<file path="src/rtl/tt_warriorjacq9_pkg.sv">
// Shared types and constants for the tt_um_warriorjacq9 4-bit ALU core:
// FSM state encoding, opcode values and bus-request codes.
package tt_warriorjacq9_pkg;

    // State encoding is exposed directly on uo_out[7:6].
    typedef enum logic [1:0] {
        ST_FETCH  = 2'b00,
        ST_OPREQ  = 2'b01,
        ST_REGREQ = 2'b10,
        ST_EXEC   = 2'b11
    } state_t;

    localparam logic [3:0] OP_NOP  = 4'b0000;
    localparam logic [3:0] OP_ADDI = 4'b0001;
    localparam logic [3:0] OP_SUBI = 4'b0010;
    localparam logic [3:0] OP_LDR  = 4'b0011;
    localparam logic [3:0] OP_ANDI = 4'b0100;
    localparam logic [3:0] OP_ORI  = 4'b0101;
    localparam logic [3:0] OP_XORI = 4'b0110;

    localparam logic [3:0] BUSREQ_IDLE    = 4'b0000;
    localparam logic [3:0] BUSREQ_REGVAL  = 4'b0001;
    localparam logic [3:0] BUSREQ_OPERAND = 4'b0011;

    // Moore decode of the bus-request code from the current state.
    function automatic logic [3:0] busreq_of(input state_t st);
        case (st)
            ST_OPREQ:  busreq_of = BUSREQ_OPERAND;
            ST_REGREQ: busreq_of = BUSREQ_REGVAL;
            default:   busreq_of = BUSREQ_IDLE;
        endcase
    endfunction

endpackage

</file>
<file path="src/rtl/warriorjacq9_alu.sv">
// Combinational ALU plus opcode-validity decoder.
// Optional feature macro: ALU_LOGIC_EN enables ANDI/ORI/XORI (0100..0110);
// without it those opcodes decode as NOPs.
module warriorjacq9_alu
    import tt_warriorjacq9_pkg::*;
(
    input  logic [3:0] opcode,
    input  logic [3:0] rval,
    input  logic [3:0] imm,
    output logic [3:0] result,
    output logic       carry,
    input  logic [3:0] fetch_op,
    output logic       fetch_valid
);

    logic [4:0] sum;
    logic [4:0] diff;

    assign sum  = {1'b0, rval} + {1'b0, imm};
    assign diff = {1'b0, rval} - {1'b0, imm};

    // Result/carry for the latched opcode; diff[4] is the borrow (rval < imm).
    always_comb begin
        result = 4'h0;
        carry  = 1'b0;
        case (opcode)
            OP_ADDI: begin
                result = sum[3:0];
                carry  = sum[4];
            end
            OP_SUBI: begin
                result = diff[3:0];
                carry  = diff[4];
            end
            OP_LDR:  result = rval;
`ifdef ALU_LOGIC_EN
            OP_ANDI: result = rval & imm;
            OP_ORI:  result = rval | imm;
            OP_XORI: result = rval ^ imm;
`endif
            default: ;
        endcase
    end

    // Decides whether the opcode currently on the fetch bus starts an operation.
    always_comb begin
        fetch_valid = 1'b0;
        case (fetch_op)
            OP_ADDI, OP_SUBI, OP_LDR: fetch_valid = 1'b1;
`ifdef ALU_LOGIC_EN
            OP_ANDI, OP_ORI, OP_XORI: fetch_valid = 1'b1;
`endif
            default: fetch_valid = 1'b0;
        endcase
    end

endmodule

</file>
<file path="src/rtl/tt_um_warriorjacq9.sv">
// TinyTapeout top: 4-state fetch/operand/register/execute FSM around a
// 4-bit ALU. Optional feature macro ALU_LOGIC_EN (handled in the ALU).
module tt_um_warriorjacq9
    import tt_warriorjacq9_pkg::*;
(
    input  logic       clk,
    input  logic       rst_n,
    input  logic       ena,
    input  logic [7:0] ui_in,
    output logic [7:0] uo_out,
    input  logic [7:0] uio_in,
    output logic [7:0] uio_out,
    output logic [7:0] uio_oe
);

    state_t     state_reg, state_next;
    logic [3:0] opcode_reg;
    logic [3:0] imm_reg;
    logic [3:0] rsel_reg;
    logic [3:0] rval_reg;
    logic [3:0] result_reg;
    logic       carry_reg;
    logic       zero_reg;

    logic [3:0] alu_result;
    logic       alu_carry;
    logic       fetch_valid;

    warriorjacq9_alu u_alu (
        .opcode      (opcode_reg),
        .rval        (rval_reg),
        .imm         (imm_reg),
        .result      (alu_result),
        .carry       (alu_carry),
        .fetch_op    (ui_in[3:0]),
        .fetch_valid (fetch_valid)
    );

    // Next-state logic; NOP/unused opcodes keep the FSM parked in FETCH.
    always_comb begin
        state_next = state_reg;
        case (state_reg)
            ST_FETCH:  state_next = fetch_valid ? ST_OPREQ : ST_FETCH;
            ST_OPREQ:  state_next = ST_REGREQ;
            ST_REGREQ: state_next = ST_EXEC;
            ST_EXEC:   state_next = ST_FETCH;
            default:   state_next = ST_FETCH;
        endcase
    end

    // State and latches; everything freezes while ena is low.
    always_ff @(posedge clk or negedge rst_n) begin
        if (!rst_n) begin
            state_reg  <= ST_FETCH;
            opcode_reg <= 4'h0;
            imm_reg    <= 4'h0;
            rsel_reg   <= 4'h0;
            rval_reg   <= 4'h0;
            result_reg <= 4'h0;
            carry_reg  <= 1'b0;
            zero_reg   <= 1'b0;
        end else if (ena) begin
            state_reg <= state_next;
            case (state_reg)
                ST_FETCH: begin
                    opcode_reg <= ui_in[3:0];
                    imm_reg    <= ui_in[7:4];
                end
                ST_OPREQ:  rsel_reg <= ui_in[7:4];
                ST_REGREQ: rval_reg <= uio_in[3:0];
                ST_EXEC: begin
                    result_reg <= alu_result;
                    carry_reg  <= alu_carry;
                    zero_reg   <= (alu_result == 4'h0);
                end
                default: ;
            endcase
        end
    end

    // Outputs are pure decodes of registered state.
    always_comb begin
        uo_out  = {state_reg, zero_reg, carry_reg, busreq_of(state_reg)};
        uio_out = {4'h0, result_reg};
        uio_oe  = (state_reg == ST_REGREQ) ? 8'h00 : 8'h0F;
    end

    // rsel is a debug-only latch and uio_in[7:4] is ignored by design.
    logic unused_ok;
    assign unused_ok = &{1'b0, rsel_reg, uio_in[7:4]};

endmodule

</file>
<file path="config.mk">
export PLATFORM = sky130hd
export DESIGN_NAME = tt_um_warriorjacq9
export DESIGN_NICKNAME = d
export VERILOG_FILES = /design/src/rtl/tt_warriorjacq9_pkg.sv /design/src/rtl/warriorjacq9_alu.sv /design/src/rtl/tt_um_warriorjacq9.sv
export SDC_FILE = /design/constraint.sdc
export NUM_CORES = 1
export LEC_CHECK = 0
export CORE_AREA = 2 2 60 62
export DETAILED_ROUTE_END_ITERATION = 6
export DIE_AREA = 0 0 62 64
export GPL_TIMING_DRIVEN = 0
export MAX_ROUTING_LAYER = met4
export PLACE_DENSITY = 0.74
export SLEW_MARGIN = 20
export SYNTH_ARGS = -nofsm -noshare
export SYNTH_HDL_FRONTEND = slang
export SYNTH_SLANG_ARGS = --single-unit
</file>
<file path="constraint.sdc">
create_clock -name clk -period 2.15 [get_ports clk]
set_input_delay 0.5375 -clock clk [delete_from_list [all_inputs] [get_ports clk]]
set_output_delay 0.5375 -clock clk [all_outputs]
set_load 0.01 [all_outputs]
</file>
# Yosys cells after proc, flatten, opt, wreduce, memory -nomap -nowiden
# Cells that the tools add are included.
# totals
memories	0
ram_bits	0
out_inout_bits	24
ff_bits	20
latch_bits	0
wordCells	31
romBits	0
in_bits	19
# classes
n_eq_ne	9
n_div	0
muxes	7
order_cmp	0
n_reduce_logical	6
n_addsub	2
mul	0
n_bitwise	0
shift	0
# ops
cell	n
equality test 4 x 2 -> 1 bit (second input constant)	4
one-hot mux 4 bit (3 select lines)	1
equality test 4 x 1 -> 1 bit (second input constant)	2
one-hot mux 2 bit (4 select lines)	1
AND reduction 2 bit	3
adder 4 x 4 -> 5 bit	1
subtractor 4 x 4 -> 5 bit	1
equality test 2 bit (second input constant)	2
zero test 4 bit	1
2-to-1 mux 4 bit	1
one-hot mux 2 bit (2 select lines)	1
OR reduction 3 bit	1
equality test 2 x 1 -> 1 bit (second input constant)	1
zero test 2 bit	1
2-to-1 mux 1 bit	2
one-hot mux 1 bit (2 select lines)	1

# Depth between registers and ports, before layout
# depth
ltp_word	5
depth_mapped	7
mapped_depth_nobuf	7

# Hierarchy
# Synthesis repeated with hierarchy kept, for this count alone.
# hier_totals
cells_unflattened	129
area_unflattened_um2	1442.6
# by_module_without_submodules
mod	cells_per_inst	n_inst	area_per_inst_um2	seq_area_each_um2
tt_um_warriorjacq9	74	1	1031.0	500.5
warriorjacq9_alu	55	1	411.6	0.0

# Worst setup path after synthesis
# No wires, ideal clock.
# synth_path
path_type	reg2reg
from	register imm_reg[2]
to	register zero_reg
n_path_buf	0
setup_time_ns	0.110
t_arrival_ns	1.750
path_stages_with_launch	7
required_time_ns	2.040
slack_ns	0.290
synth_period_minus_slack_ns	1.860
cell_sequence	dfrtp_1 -> inv_1 -> ha_1 -> or3b_1 -> a41oi_1 -> a32oi_2 -> o41ai_1
# synth_between
elab_chain_len	3
word_cells_on_any_way	4
classes_between	add/sub (2); mux (1); reduce/logical (1)
# synth_rtl
item	line_no	source
start, declared	tt_um_warriorjacq9.sv:18	logic [3:0] imm_reg;
start signal, assigned	tt_um_warriorjacq9.sv:67	imm_reg <= ui_in[7:4];
subtractor 4 x 4 -> 5 bit / adder 4 x 4 -> 5 bit (equally long branches)	warriorjacq9_alu.sv:20, warriorjacq9_alu.sv:19	
one-hot mux 4 bit (3 select lines) *	warriorjacq9_alu.sv:26	case (opcode)
zero test 4 bit *	tt_um_warriorjacq9.sv:74	zero_reg <= (alu_result == 4'h0);
end signal, assigned	tt_um_warriorjacq9.sv:74	
end, declared	tt_um_warriorjacq9.sv:23	logic zero_reg;
# Every way passes the cells marked *; elsewhere a longest branch is shown, timed or not.
# A chain may end at the register's enable or synchronous reset.

# Worst setup path after layout
# layout_path
from	register state_reg[0]
to	output uo_out[1]
# layout_between
elab_chain_len	2
word_cells_on_any_way	3
classes_between	eq/ne (2); mux (1)
# layout_rtl
item	line_no	source
start, declared	tt_um_warriorjacq9.sv:16	state_t state_reg, state_next;
start signal, assigned	tt_um_warriorjacq9.sv:63	state_reg <= state_next;
equality test 2 bit / equality test 2 x 1 -> 1 bit (equally long branches)	--	
one-hot mux 2 bit (2 select lines) *	tt_warriorjacq9_pkg.sv:27	case (st)
end, declared	tt_um_warriorjacq9.sv:10	output logic [7:0] uo_out,
# Marks and branches as above.

==> flow_summary.ini <==
[clocking]
cts_tree = built
clk_latency_ns = 0.30
clk_path_buf_depth = 2
cts_root_buf = clkbuf_4
numClockSinks = 20
cts_htree_levels = 1
clk_pin_slew_ns = 0.11
numCtsBuffers = 3
cts_hold_buf = 0

[timing]
post-route-min-period_ns = 2.05
finalHoldViolations = 0
post-route-period-util = 0.956
max_freq_mhz = 487
tns_ns = 0
setup_viol = 0
relSlewSlack = 0.386
rsz0062_at_grt = false
drv_slew = 0
whs_ns = 0.488
finalClockSkew_ns = 0.00832
worst_pin_slew_ns = 0.919

[final_layout]
fin_util = 0.554
antenna-diode-count = 0
areaGrowthSynthToFinish_pct = 28.8
fin_area_um2 = 1820
drive_above_1_share = 0.263
multiInputGateArea_um2 = 759
fill_cells = 307
final_cells = 221
register_area_um2 = 502
layout.nets = 210

[synthesis]
synth_top_family_by_area = buffers and inverters
synthTopCellsByCount = dfrtp_1 (20), buf_4 (16), inv_1 (15), mux2_2 (13), ha_1 (12)
ys_ff_latch = 20
synth.distinct_cells = 39
synth-main-ff-cell = dfrtp_1
synth_top_cell_area_share = 0.355
synth.area.top_cells = dfrtp_1 (35%), ha_1 (11%), mux2_2 (10%)
yosysSeqAreaShare = 0.355
yosysTopAreaCell = dfrtp_1
synth_fa_ha_area_frac = 0.135
synthCells = 134
ys_async_sr_fraction = 1.00
synthMuxAreaShare = 0.111
synth_compound_area_frac = 0.128
post_synth_instance_area_um2 = 1410
post_synth.cell_area_avg_um2 = 10.5
yosysWarnings = 0
synthXorXnorAreaFrac = 0
synth-edff-count = 0
yosysMostFrequentCell = dfrtp_1
yosys.area_share.simple = 0.131

[die]
coreArea_um2 = 3280
start_util = 0.430
num_rows = 21
ios = 43
fp.dieArea_um2 = 3970
die_h_um = 64
die_x_um = 62

[power]
peakVddDrop_uv = 694
switching_share = 0.406
p_leak_nw = 0.841
power_frac_comb = 0.634
seq_power_share = 0.295
switching_power_w = 0.000996
power.internal_w = 0.00146
p_per_area_nw_per_um2 = 1350
clkPwrFrac = 0.072

[critical_path]
crit_slowest_cell = clkdlybuf4s50_1
cpPeakStageDelay_ns = 0.48
crit_required_ns = 1.61
end_kind = output port
path_class = register to output port
cp_cell_sequence = buf_4 > ha_1 > clkdlybuf4s50_1
startpoint_type = register
crit_arrival_ns = 1.52
path_max_fanout = 4

[global_route]
grt_util_met1 = 0.203
grt_usage = 0.158
grt_start_max_net_pins = 21
gr-usage-met2 = 0.254
gr-total-overflow = 0
use_met3 = 0.0202
grt_pass1_wl_um = 4660
grt-busiest-layer = met2
grt_pass1_vias = 1013
antenna_found_initial = 0

[place]
place_area_um2 = 1770
place_inst = 216
hpwl_um = 2170
port_buffers = 27
gp_congestion = 0.724

[routing]
viasPerCell = 4.67
antenna_left = 0
initialDrtViolationCount = 27
wl_per_cell_um = 12.2
drt-total-wl_um = 2690
drt_first_pass_iters = 4
dr_total_vias = 1032
route.detailed.drc = 0

[hold_path]
hp-class = register to register

[run_status]
status = completed

[job]
drv_cap = 0
through the flow:
stage                     total power, W  setup WS [ns]
after global placement           0.00221          0.150
after floorplan                  0.00177          0.290
after detailed placement         0.00226         0.0720
after global routing             0.00271        0.00342
after CTS                        0.00245         0.0240
final                            0.00245         0.0955
per-layer routing:
metal	vias up	share of wire
met2	37	0.49
met1	475	0.44
met4	0	0.0093
li1	516	-
met5	-	0
met3	4	0.059
timing repair:
action,4_1_cts,5_1_grt
buffers inserted,2,0
pin swaps,0,0
setup endpoints to repair,5,2
hold endpoints to repair,0,0
resized for setup,5,4
worst max-delay path: cells and delay by family (launching register included):
kind	cells	cell delay, ns
adder cells (fa/ha/maj)	1	0.19
buffers and inverters	2	0.63
flip-flops	1	0.40
placed cells by master, fill, tap and decap left out, types with 5 or more instances in the layout:
cell type | Yosys | routed
inv_1 | 15 | 14
ha_1 | 12 | 11
dfrtp_1 | 20 | 19
nand2_1 | 8 | 8
buf_4 | 16 | 19
conb_1 | 1 | 10
clkdlybuf4s50_1 | 0 | 22
o21ai_0 | 6 | 6
nand2b_1 | 5 | 5
mux2_2 | 13 | 13
worst paths after layout:
kind	startpoint	to	slack (ns)	cells past startpoint
setup reg to reg	imm_reg[2]	zero_reg	0.15	6
setup / recovery	state_reg[0]	uo_out[1]	0.1	3
hold reg to reg	carry_reg	carry_reg	0.49	2
hold / removal	carry_reg	carry_reg	0.49	2
max in group asynchronous	rst_n	imm_reg[1]	0.78	1
min in group asynchronous	rst_n	state_reg[1]	0.74	1
power groups by stage:
stage	clock [W]	sequential [W]	combinational, W
6_report	0.000176	0.000723	0.00155
5_1_grt	0.000201	0.000750	0.00176
4_1_cts	0.000185	0.000725	0.00154
3_5_place_dp	0	0.000743	0.00152
3_3_place_gp	0	0.000729	0.00148
2_1_floorplan	0	0.000718	0.00106
cells by family after synthesis:
| kind of cell | Yosys count |
|---|---|
| compound gates | 23 |
| other cells | 1 |
| mux | 14 |
| simple gates | 28 |
| flops | 20 |
| buf+inv | 34 |
| fa+ha+maj | 14 |
area by class of cell:
type                       count  share of cell area
sequential                    20               0.276
clock buffer                   3              0.0124
tap                           46              0.0317
timing repair buffer          29               0.155
buffer                        19              0.0764
inverter                      15              0.0310
multi-input combinational     89               0.418
(Power assumes the default switching activity.)
